===== config.mk =====
export PLATFORM = sky130hd
export DESIGN_NAME = jam_cost_server
export DESIGN_NICKNAME = d
export VERILOG_FILES = /design/src/rtl/jam_cost_server.sv
export SDC_FILE = /design/constraint.sdc
export NUM_CORES = 1
export LEC_CHECK = 0
export ABC_AREA = 0
export CORE_ASPECT_RATIO = 1.2
export CORE_MARGIN = 1
export CORE_UTILIZATION = 63
export DETAILED_ROUTE_END_ITERATION = 10
export DONT_BUFFER_PORTS = 1
export GPL_TIMING_DRIVEN = 0
export PLACE_DENSITY_LB_ADDON = 0.12
export SYNTH_ARGS = -nofsm -noshare
export SYNTH_HDL_FRONTEND = slang
export SYNTH_SLANG_ARGS = --single-unit

===== constraint.sdc =====
create_clock -name CLK -period 2.7 [get_ports CLK]
set_clock_uncertainty 0.1 [all_clocks]
set_input_delay 0.135 -clock CLK [delete_from_list [all_inputs] [get_ports CLK]]
set_output_delay 0.135 -clock CLK [all_outputs]
set_load 0.02 [all_outputs]

===== src/rtl/jam_cost_server.sv =====
// jam_cost_server: responder for the job-assignment cost lookup.
// Streams in an 8x8 cost table after reset and holds the solver in reset
// until the table is loaded. It then serves {W,J} lookups with one cycle of
// latency. It captures the solver's result on Valid and counts the cycles
// spent serving before that result arrived.
module jam_cost_server #(
  parameter int COST_W = 7,
  parameter int SUM_W  = 10,
  parameter int MC_W   = 4,
  parameter int CYC_W  = 16
) (
  input  logic              CLK,
  input  logic              RST,
  input  logic              load_valid,
  input  logic [COST_W-1:0] load_data,
  output logic              load_ready,
  output logic              req_rst,
  input  logic [2:0]        W,
  input  logic [2:0]        J,
  output logic [COST_W-1:0] Cost,
  input  logic              Valid,
  input  logic [SUM_W-1:0]  MinCost,
  input  logic [MC_W-1:0]   MatchCount,
  output logic              res_valid,
  output logic [SUM_W-1:0]  res_min_cost,
  output logic [MC_W-1:0]   res_match_count,
  output logic [CYC_W-1:0]  solve_cycles
);

  localparam logic [1:0] S_LOAD  = 2'd0;
  localparam logic [1:0] S_SERVE = 2'd1;
  localparam logic [1:0] S_DONE  = 2'd2;

  logic [1:0]        state_q, state_d;
  logic [5:0]        idx_q, idx_d;
  logic              load_ready_q, req_rst_q;
  logic [COST_W-1:0] cost_q;
  logic              res_valid_q;
  logic [SUM_W-1:0]  res_min_cost_q;
  logic [MC_W-1:0]   res_match_count_q;
  logic [CYC_W-1:0]  solve_q;

  // The table is not reset. A load always rewrites all 64 entries before any read.
  logic [COST_W-1:0] mem [64];

  logic load_acc;
  logic serve;
  logic capture;

  assign load_acc = (state_q == S_LOAD) && load_valid;
  assign serve    = (state_q == S_SERVE);
  assign capture  = serve && Valid;

  // Next-state and load index. The accept of beat 63 wraps idx and enters SERVE.
  always_comb begin
    state_d = state_q;
    idx_d   = idx_q;
    case (state_q)
      S_LOAD: begin
        if (load_valid) begin
          idx_d = idx_q + 6'd1;
          if (idx_q == 6'd63) state_d = S_SERVE;
        end
      end
      S_SERVE: if (Valid) state_d = S_DONE;
      S_DONE:  state_d = S_DONE;
      default: state_d = S_LOAD;
    endcase
  end

  // State, index and the state-decoded handshake flops.
  always_ff @(posedge CLK) begin
    if (!RST) begin
      state_q      <= S_LOAD;
      idx_q        <= 6'd0;
      load_ready_q <= 1'b1;
      req_rst_q    <= 1'b1;
    end else begin
      state_q      <= state_d;
      idx_q        <= idx_d;
      load_ready_q <= (state_d == S_LOAD);
      req_rst_q    <= (state_d == S_LOAD);
    end
  end

  // Table write port, active only while loading.
  always_ff @(posedge CLK) begin
    if (load_acc) mem[idx_q] <= load_data;
  end

  // Lookup: W selects the row and J the column. The value is zero while loading and holds once done.
  always_ff @(posedge CLK) begin
    if (!RST)                    cost_q <= '0;
    else if (serve)              cost_q <= mem[{W, J}];
    else if (state_q == S_LOAD)  cost_q <= '0;
  end

  // Result capture and saturating count of SERVE cycles. The capturing cycle is not counted.
  always_ff @(posedge CLK) begin
    if (!RST) begin
      res_valid_q       <= 1'b0;
      res_min_cost_q    <= '0;
      res_match_count_q <= '0;
      solve_q           <= '0;
    end else if (capture) begin
      res_valid_q       <= 1'b1;
      res_min_cost_q    <= MinCost;
      res_match_count_q <= MatchCount;
    end else if (serve && (solve_q != {CYC_W{1'b1}})) begin
      solve_q <= solve_q + {{(CYC_W-1){1'b0}}, 1'b1};
    end
  end

  assign load_ready      = load_ready_q;
  assign req_rst         = req_rst_q;
  assign Cost            = cost_q;
  assign res_valid       = res_valid_q;
  assign res_min_cost    = res_min_cost_q;
  assign res_match_count = res_match_count_q;
  assign solve_cycles    = solve_q;

endmodule

== Word-level counts from Yosys, hierarchy flattened ==
Memory sizes are Yosys's and may differ from the RTL's.
Index checks and enable logic that the tools add are counted.
Storage, ports and cells
  bits in registers: 47
  bits in writable memories: 448
  output and inout port bits: 40
  logic and storage cells: 32
  memories: 1
Cells by class
  add/sub/neg operators: 2
  equality and inequality tests: 4
  multiplexer cells: 8
  bitwise logic cells: 1
  reductions and logical operators: 8
Memory list
  mem: depth 64, bits a word 7, rd ports 1, clocked after memory_dff 0, wr ports 1, RTL line 44  | logic [COST_W-1:0] mem [64];
Operators by type and width (number)
  $add A16 B1 Y16 const B: 1
  $ne A16 B16 Y1 const B: 1
  $mux W7: 2
  $add A6 B1 Y6 const B: 1
  $eq A6 B6 Y1 const B: 1
  $mux W2: 3
  $pmux W2 S3: 1
  $logic_not A2 Y1: 2
  $reduce_and A2 Y1: 2
  $logic_and A1 B1 Y1: 3
  $eq A2 B1 Y1 const B: 1
  $eq A2 B2 Y1 const B: 1
  $mux W1: 2
  $reduce_bool A2 Y1: 1
  $not A1 Y1: 1

== Longest topological paths before layout ==
Gate-level depths: netlist (run 1).
  depth after elaboration: 5
  mapped depth: 9
  depth with buffers taken out: 5

== Least setup slack after synthesis (run 1) ==
No wires, ideal clock.
  path kind: reg-to-reg
  start: register state_q[1]
  end: memory mem[40][0] (enable)
  data arrival time: 1.998 ns
  setup slack: 0.212 ns
  stages on the path, launching flop included: 5
  buffers on the path: 1
  cell sequence: dfxtp_1 nor3b_1 clkbuf_1 nand4b_1 nor4_1
On the way
  longest elaborated chain between the ends: 4
Ends and longest elaborated chain
  start: declaration: RTL line 34  | logic [1:0] state_q, state_d;
  start signal: assignment: RTL line 79  | state_q <= state_d;
  $logic_not A2 Y1: RTL line 50  | assign load_acc = (state_q == S_LOAD) && load_valid;
  $logic_and A1 B1 Y1: RTL line 50
  $mux W1: RTL line 88  | if (load_acc) mem[idx_q] <= load_data;
  $mux W1 (not written as such): RTL line 88
  end: declaration: RTL line 44
Every way passes these cells.

== Worst setup path in the final report (run 1) ==
  start: register state_q[1]
  end: memory mem[44][4] (enable)
Same word-level chain as after synthesis.

==> results of run 1 <==
## cell families after synthesis
family | after synthesis
flip-flops | 495
AND/OR/NAND/NOR | 223
multiplexers | 155
AO/OA/AOI/OAI | 74
buffers and inverters | 59
XOR/XNOR | 12
adder cells (fa/ha/maj) | 2
## stage by stage
step	setup WS (ps)	hold slack, ps
2_1_floorplan	212.3	133.9
3_3_place_gp	-668.4	138.4
3_5_place_dp	-661.7	138.9
4_1_cts	-365.6	69.14
5_1_grt	-81.56	101.6
6_report	90.54	98.35
## worst reg2reg max path, cell delays in order, from the launching register on
cell,delay (ps)
dfxtp_1,370
nor3b_2,250
clkbuf_2,290
nand4b_1,470
nor3_2,740
## flip-flops by register name (all words and copies together) (netlist names)
name / flops
req_rst: 1
solve_cycles: 16
mem: 448
state_q: 2
res_match_count: 4
res_min_cost: 10
idx_q: 6
res_valid: 1
Cost: 7
## timing repair
item	4_1_cts	5_1_grt
buffers inserted	2	1
setup endpoints to repair	378	359
gates resized for setup	61	34
hold buffers	47	0
pin swaps	0	0
hold endpoints to repair	489	0
## worst paths after layout
kind	startpoint	end	cells past startpoint
worst max-delay path	state_q[1]	mem[44][4]	4
worst min-delay path	load_valid	idx_q[3]	5
worst max register to register	state_q[1]	mem[44][4]	4
worst min register to register	res_match_count[0]	res_match_count[0]	2
## routing by layer
layer | vias to the layer above | routed length, µm | global-route usage [%]
met5 | - | 0 | 0
met4 | 0 | 1668 | 10.45
met3 | 110 | 3946 | 5.692
met2 | 574 | 22170 | 47.63
met1 | 5266 | 17700 | 41.87
li1 | 4327 | - | -
## synth_stat cells (7+ instances only)
master / n
buf_6: 8
edfxtp_1: 448
o21ai_0: 12
clkbuf_1: 24
mux2i_1: 29
a21boi_0: 18
buf_2: 11
nand2b_1: 7
or3_1: 8
nor2_1: 72
nand2_1: 61
mux4_2: 107
mux4_1: 12
xnor2_1: 9
nand3_1: 19
and2_1: 14
nor3_1: 8
dfxtp_1: 47
buf_4: 10
nor2b_1: 11
## layout make-up
class | instances | share of cell area [%]
Inverter | 3 | 0.05008
Buffer | 56 | 1.586
Multi-Input combinational cell | 466 | 23.00
Antenna cell | 1 | 0.01113
Tap cell | 396 | 2.204
Timing Repair Buffer | 50 | 2.738
Sequential cell | 495 | 64.01
Clock buffer | 58 | 5.592
Clock inverter | 26 | 0.8069
## power by group
group / switching (mW) / total (mW) / internal [mW] / leakage (nW)
logic: 0.458 / 0.764 / 0.306 / 2.03
clock network: 2.75 / 6.24 / 3.49 / 0.694
registers: 0.00750 / 8.37 / 8.36 / 4.41
total: 3.22 / 15.4 / 12.2 / 7.13
==> impl_metrics.ini, run 1 <==
[placement]
hpwlAfterDp_um = 28330
place_inst = 1416
placed_cell_area_mm2 = 0.02009
io_buffers = 0
gp_congestion = 0.9953

[logic_synthesis]
yosys_warnings = 0
synth_compound_area_share_pct = 2.785
yosys-top-cells-area = edfxtp_1 69%, mux4_2 12%, dfxtp_1 4.8%
synth_top_cell_by_area = edfxtp_1
netlist_instances = 1020
synth-edff-count = 448
synth_simple_gate_area_share_pct = 5.392
syn_nets = 1053
synth.distinct_cells = 55
synthAdderAreaFrac_pct = 0.1278
synth_mux_area_share_pct = 15.80
synth_top_family_by_area = multiplexers
yosysSeqAreaShare_pct = 73.49
async_flop_share_pct = 0
synthXorXnorAreaFrac_pct = 0.5366
synth_flop_cell = edfxtp_1
yosys.area.top_type_share_pct = 68.69
ys_seq_elements = 495
synth_area_mm2 = 0.01959
avgSynthCellArea_um2 = 19.20

[global_routing]
antenna_found_initial = 1
grtUsageTotal_pct = 29.88
grt_pass1_vias = 10140
grt_max_degree = 65
grt-ovfl-total = 0
grt_pass1_wl_um = 66500

[floorplan]
initial_utilization_pct = 64.07
fp.coreArea_mm2 = 0.03057
pin_count = 71
rows = 70
fp.dieArea_mm2 = 0.03180
die_h_um = 195.1
die_x_um = 163.0

[worst_hold_path]
hold_class = input port to flip-flop

[route]
drtIter0Drc = 1367
wirelength_um = 45490
ant_nets = 0
drc = 0
drt_pass1_iterations = 6
via_count = 10280
wl_per_cell_um = 29.33
viasPerCell = 6.626

[worst_setup_path]
max_stage_delay_ps = 740
required_ps = 2790
crit_path_end_kind = flip-flop
reg2reg_setup_slack_ps = 90
critPathMaxFanout = 10
cp.arrival_ps = 2700
worst-setup-path-type = flip-flop to flip-flop
crit_buf_inv = 1
start_kind = flip-flop
crit_family = simple AND/OR/NAND/NOR gates
path_cells = nor3b_2 -> clkbuf_2 -> nand4b_1 -> nor3_2
critPathSlowestCell = nor3_2

[cts]
numClockSinks = 495
insertion_delay_ps = 560
cts_tree = built
path_clk_slew_ps = 60
cts_buffers = 46
clk_path_buf_depth = 3
htree_levels = 2
cts_root_buffer = clkbuf_16

[cells_and_area]
final_layout_size_suffix_gt1_share_pct = 24.70
multi_input_area_mm2 = 0.005171
layout_commonest_cell = edfxtp_1
regArea_mm2 = 0.01439
finish.instance_area_mm2 = 0.02249
area_growth_pct = 14.81
final_cell_mix = 448 x edfxtp_1, 107 x mux4_2, 58 x nand2_1
fin_util_pct = 73.56
nNetsFinal = 1151
instances_no_fill = 1551
nFillCells = 1749

[power]
p_per_area_mw_per_mm2 = 683.8
leakage_nw = 7.132
power.total_mw = 15.37
vdd_drop_max_v = 0.0005288

[sta]
tns_ps = 0
tightest_slew_ps = 909.9
grt_setup_unrepaired = true
hold_viol_final = 0
layout_min_cycle_time_ps = 2609
maxSlewViolCount = 0
slew_headroom_pct = 39.34
max_freq_mhz = 383.2
period_share_pct = 96.65
setup_viol = 0

[job]
cap_violations = 0

[outcome]
outcome = finished clean
(Power assumes the default switching activity.)
==> inputs of run 2 (changes only) <==
Settings changed: CORE_UTILIZATION 63 to 55, SKIP_LAST_GASP set to 1.
==> run 2 against run 1 <==
The flow now finishes with violations (negative setup slack). Total power is 3.7% higher. Via count is 1.2% lower. Hold slack better by 35 ps. Utilization is 8.3 points lower. Clock power is 9.1% higher. Count of clock-buffer cells in the layout is 12 higher. First-iteration DRC count is 24% lower. Largest power group unchanged.
==> impl_metrics.ini, run 2 (synthesis results as in run 1) <==
[outcome]
outcome = finished, violations left
violations = negative setup slack

[placement]
place_inst = 1483
place_ws_ps = -826.9
io_buffers = 0
hpwlAfterDp_um = 29410
gp_congestion = 0.9138

[route]
drtIter0Drc = 1043
via_count = 10150
ant_nets = 0
drc = 0
drt_pass1_iterations = 5
wl_per_cell_um = 28.39
viasPerCell = 6.255
wirelength_um = 46080

[worst_hold_path]
hold_path_end = Cost[4]
min_path_cells = 4
hold_class = input port to flip-flop
hold_path.startpoint = RST

[power]
power.total_mw = 15.94
vdd_drop_max_v = 0.0004939
p_per_area_mw_per_mm2 = 697.6
leakage_nw = 7.262

[global_routing]
grt_pass1_wl_um = 68060
antenna_found_initial = 0
grt_max_degree = 65
grt_pass1_vias = 10360
globalRouteMet1Util_pct = 36.02
grt_util_met3_pct = 4.112
met2_usage_pct = 44.44
busiest_layer = met2
grtUsageTotal_pct = 26.29
grt-ovfl-total = 0

[cts]
insertion_delay_ps = 550
cts_tree = built
htree_levels = 2
clk_path_buf_depth = 3
cts_root_buffer = clkbuf_16
cts_buffers = 47
path_clk_slew_ps = 60
numClockSinks = 495

[sta]
setup_ws_ps = -64.34
layout_min_cycle_time_ps = 2764
max_freq_mhz = 361.8
period_share_pct = 102.4
maxSlewViolCount = 0
hold_viol_final = 0
slew_headroom_pct = 37.39
grt_setup_unrepaired = true
fin_hold_ws_ps = 133.8
tightest_slew_ps = 939.1
setup_viol = 7

[floorplan]
pin_count = 71
die_x_um = 174.3
initial_utilization_pct = 55.95
fp.coreArea_mm2 = 0.03500
fp.dieArea_mm2 = 0.03637
die_h_um = 208.7
rows = 75

[worst_setup_path]
r2r_start = idx_q[0]
reg2reg_setup_slack_ps = -60
required_ps = 2800
crit_path_end_kind = flip-flop
critPathMaxFanout = 10
worst-setup-path-type = flip-flop to flip-flop
cp.arrival_ps = 2860
r2r_cells = 3
timing.rr.end = mem[11][6]
start_kind = flip-flop

[cells_and_area]
layout_commonest_cell = edfxtp_1
nNetsFinal = 1156
multi_input_area_mm2 = 0.005251
nFillCells = 2322
fin_util_pct = 65.29
largest_reg_flops = 448
final_layout_size_suffix_gt1_share_pct = 26.10
top_register = mem
area_growth_pct = 16.69
instances_no_fill = 1623
n_antenna_cell = 0
regArea_mm2 = 0.01439
final_cell_mix = 448 x edfxtp_1, 107 x mux4_2, 58 x nand2_1

[job]
cap_violations = 0
-- run 2: cell types whose count changed in the layout (fill, tap and decap cells not counted), moves of 6 or more --
| cell | delta |
|---|---|
| nor2_1 | -7 |
| clkinv_1 | -10 |
| clkbuf_1 | +6 |
| nor2_4 | +9 |
-- run 2: final cells by class --
| type | instances | share of cell area, % |
|---|---|---|
| Buffer | 56 | 1.560 |
| Clock buffer | 70 | 6.110 |
| Clock inverter | 17 | 0.9143 |
| Inverter | 3 | 0.04927 |
| Multi-Input combinational cell | 466 | 22.98 |
| Sequential cell | 495 | 62.98 |
| Tap cell | 462 | 2.529 |
| Timing Repair Buffer | 54 | 2.880 |
-- run 2: worst max path at each step --
stage / startpoint / to / cells after the start
after floorplan: state_q[1] / mem[40][0] / 4
after global placement: state_q[1] / mem[22][1] / 5
after detailed placement: state_q[1] / mem[38][0] / 5
after CTS: state_q[1] / mem[13][6] / 4
after global routing: idx_q[0] / mem[11][6] / 3
final: idx_q[0] / mem[11][6] / 3
-- run 2: metal layers --
layer | up-vias | routed length (µm)
met2 | 449 | 23350
met3 | 66 | 3296
met5 | - | 0
met1 | 5294 | 18510
met4 | 0 | 929
li1 | 4343 | -
-- run 2: what timing repair did --
item / 4_1_cts / 5_1_grt
endpoints found under the hold margin: 490 / 0
pin swaps: 2 / 1
hold buffers: 47 / 0
gates cloned: 0 / 0
resized for setup: 83 / 31
setup endpoints to repair: 399 / 373
buffers inserted: 5 / 1
-- run 2: critical path, stage by stage, from the launching register on --
cell      delay, ps
dfxtp_1         510
clkbuf_1        620
nand3_2         620
nor2_2          560
-- run 2: power breakdown --
part	switching, mW	internal, mW	leakage, nW
Sequential	0.00791	8.36	4.41
Clock	2.75	4.06	0.789
Combinational	0.461	0.307	2.06
-- run 2: stage by stage --
step	TNS, ps	cell area (µm²)
2_1_floorplan	0	19590
3_3_place_gp	-135190	20160
3_5_place_dp	-131390	20180
4_1_cts	-29480	22720
5_1_grt	-721.8	22850
6_report	-440.6	22850
==> inputs of run 3 (changes only) <==
Settings changed: CORE_ASPECT_RATIO 1.2 to 0.75, CORE_MARGIN 1 to 5.
==> run 3 against run 2 <==
The run still ends with negative setup slack left. Clock power fell by 4.4%. Routed wire length is 5.7% higher. First-iteration DRC count grew 32%. Design area is 0.71% lower. Via count grew 2.1%. Flip-flop and latch count did not move. Count of clock-buffer cells in the layout down 9. Sequential power barely moved. Critical path depth increased by 1. Die area grew 8.7%. Total power fell by 1.7%. Critical endpoint is now mem[25][0].
==> impl_metrics.ini, run 3 (synthesis results as in run 1) <==
[worst_setup_path]
cp.arrival_ps = 3040
crit_path_end_kind = flip-flop
required_ps = 2790
crit_path_start = state_q[1]
timing.rr.end = mem[25][0]
endpoint = mem[25][0]
r2r_start = state_q[1]
worst-setup-path-type = flip-flop to flip-flop
start_kind = flip-flop
r2r_cells = 4
critPathMaxFanout = 10
reg2reg_setup_slack_ps = -250

[sta]
hold_viol_final = 0
max_freq_mhz = 338.9
tns_ps = -12130
maxSlewViolCount = 0
grt_setup_unrepaired = true
period_share_pct = 109.3
layout_min_cycle_time_ps = 2951
setup_ws_ps = -250.5
setup_viol = 112
tightest_slew_ps = 970.1
slew_headroom_pct = 35.09

[cts]
htree_levels = 2
cts_buffers = 47
numClockSinks = 495
path_clk_slew_ps = 60
cts_root_buffer = clkbuf_16
clk_path_buf_depth = 3
cts_tree = built
insertion_delay_ps = 560

[floorplan]
pin_count = 71
initial_utilization_pct = 56.09
rows = 59
fp.dieArea_mm2 = 0.03952
die_h_um = 173.4
die_x_um = 227.9
fp.coreArea_mm2 = 0.03492

[route]
viasPerCell = 6.400
wl_per_cell_um = 30.09
ant_nets = 0
wirelength_um = 48720
drc = 0
drt_pass1_iterations = 5
drtIter0Drc = 1380
via_count = 10360

[global_routing]
grt_max_degree = 65
grt_pass1_vias = 10190
antenna_found_initial = 0
grt-ovfl-total = 0
grtUsageTotal_pct = 24.39
grt_pass1_wl_um = 70000

[outcome]
violations = negative setup slack
outcome = finished, violations left

[power]
switchingPower_mw = 3.255
p_clk_share_pct = 41.5
vdd_drop_max_v = 0.0005865
internal_power_mw = 12.41
p_seq_share_pct = 53.4
leakage_nw = 7.213
p_comb_share_pct = 5.0
sw_frac_of_total_pct = 20.78
p_per_area_mw_per_mm2 = 690.4

[cells_and_area]
fin_util_pct = 64.99
nFillCells = 2378
layout_commonest_cell = edfxtp_1
final_cell_mix = 448 x edfxtp_1, 107 x mux4_2, 58 x nand2_1
instances_no_fill = 1619
nNetsFinal = 1159
top_register = mem
area_growth_pct = 15.87
final_layout_size_suffix_gt1_share_pct = 25.22
multi_input_area_mm2 = 0.005174
n_antenna_cell = 0
largest_reg_flops = 448
regArea_mm2 = 0.01439

[placement]
hpwlAfterDp_um = 31010
gp_congestion = 0.9186
io_buffers = 0
place_inst = 1478

[worst_hold_path]
hold_class = input port to flip-flop

[job]
cap_violations = 0
[run 3: worst min path at each step]
stage / to / startpoint / slack [ps] / depth (start not counted)
finish: idx_q[3] / load_valid / 40 / 4
global placement: mem[19][0] / load_data[0] / 140 / 0
detailed placement: mem[16][1] / load_data[1] / 140 / 0
floorplan: mem[0][0] / load_data[0] / 130 / 0
global route: idx_q[3] / load_valid / 40 / 4
CTS: Cost[4] / RST / 60 / 4
[run 3: power by group through the flow]
stage	clock network (mW)	logic, mW	registers (mW)
floorplan	0	0.389	8.53
global placement	0	0.585	8.53
detailed placement	0	0.588	8.53
CTS	6.59	0.780	8.37
global route	6.93	0.821	8.36
finish	6.51	0.790	8.37
[run 3: cell type report]
cell class                 count  area share (%)
buffer                        56           1.571
timing repair buffer          57           3.010
inverter                       3         0.04962
tap                          457           2.520
sequential                   495           63.43
multi-input combinational    466           22.80
clock inverter                24          0.9318
clock buffer                  61           5.690
[run 3: through the flow]
| step | power, mW | cell area [µm²] | worst slack [ps] | hold WS, ps |
|---|---|---|---|---|
| 6_report | 15.67 | 22690 | -250.5 | 42.80 |
| 4_1_cts | 15.73 | 22560 | -206.2 | 64.80 |
| 5_1_grt | 16.11 | 22690 | -294.0 | 43.36 |
| 3_3_place_gp | 9.117 | 20160 | -656.9 | 138.8 |
| 2_1_floorplan | 8.922 | 19590 | 212.3 | 133.9 |
| 3_5_place_dp | 9.120 | 20170 | -587.3 | 138.7 |
[run 3: per-layer routing]
layer	global-route usage [%]	vias to the layer above	part of all wire, %
met4	5.820	0	2.1
met2	36.48	490	46
li1	-	4343	-
met3	4.798	73	8.6
met5	0	-	0
met1	37.92	5455	44
[run 3: worst max-delay path, cell delays in order (launching register included)]
cell	delay [ps]
dfxtp_1	360
nor3b_1	440
clkbuf_2	310
nand3_1	630
nor2_2	740
[run 3: timing repair]
item,in CTS,in global routing
hold endpoints to repair,486,0
pin swaps,1,3
hold buffers,48,0
endpoints found under the setup margin,399,402
resized for setup,75,23
setup buffers,2,6
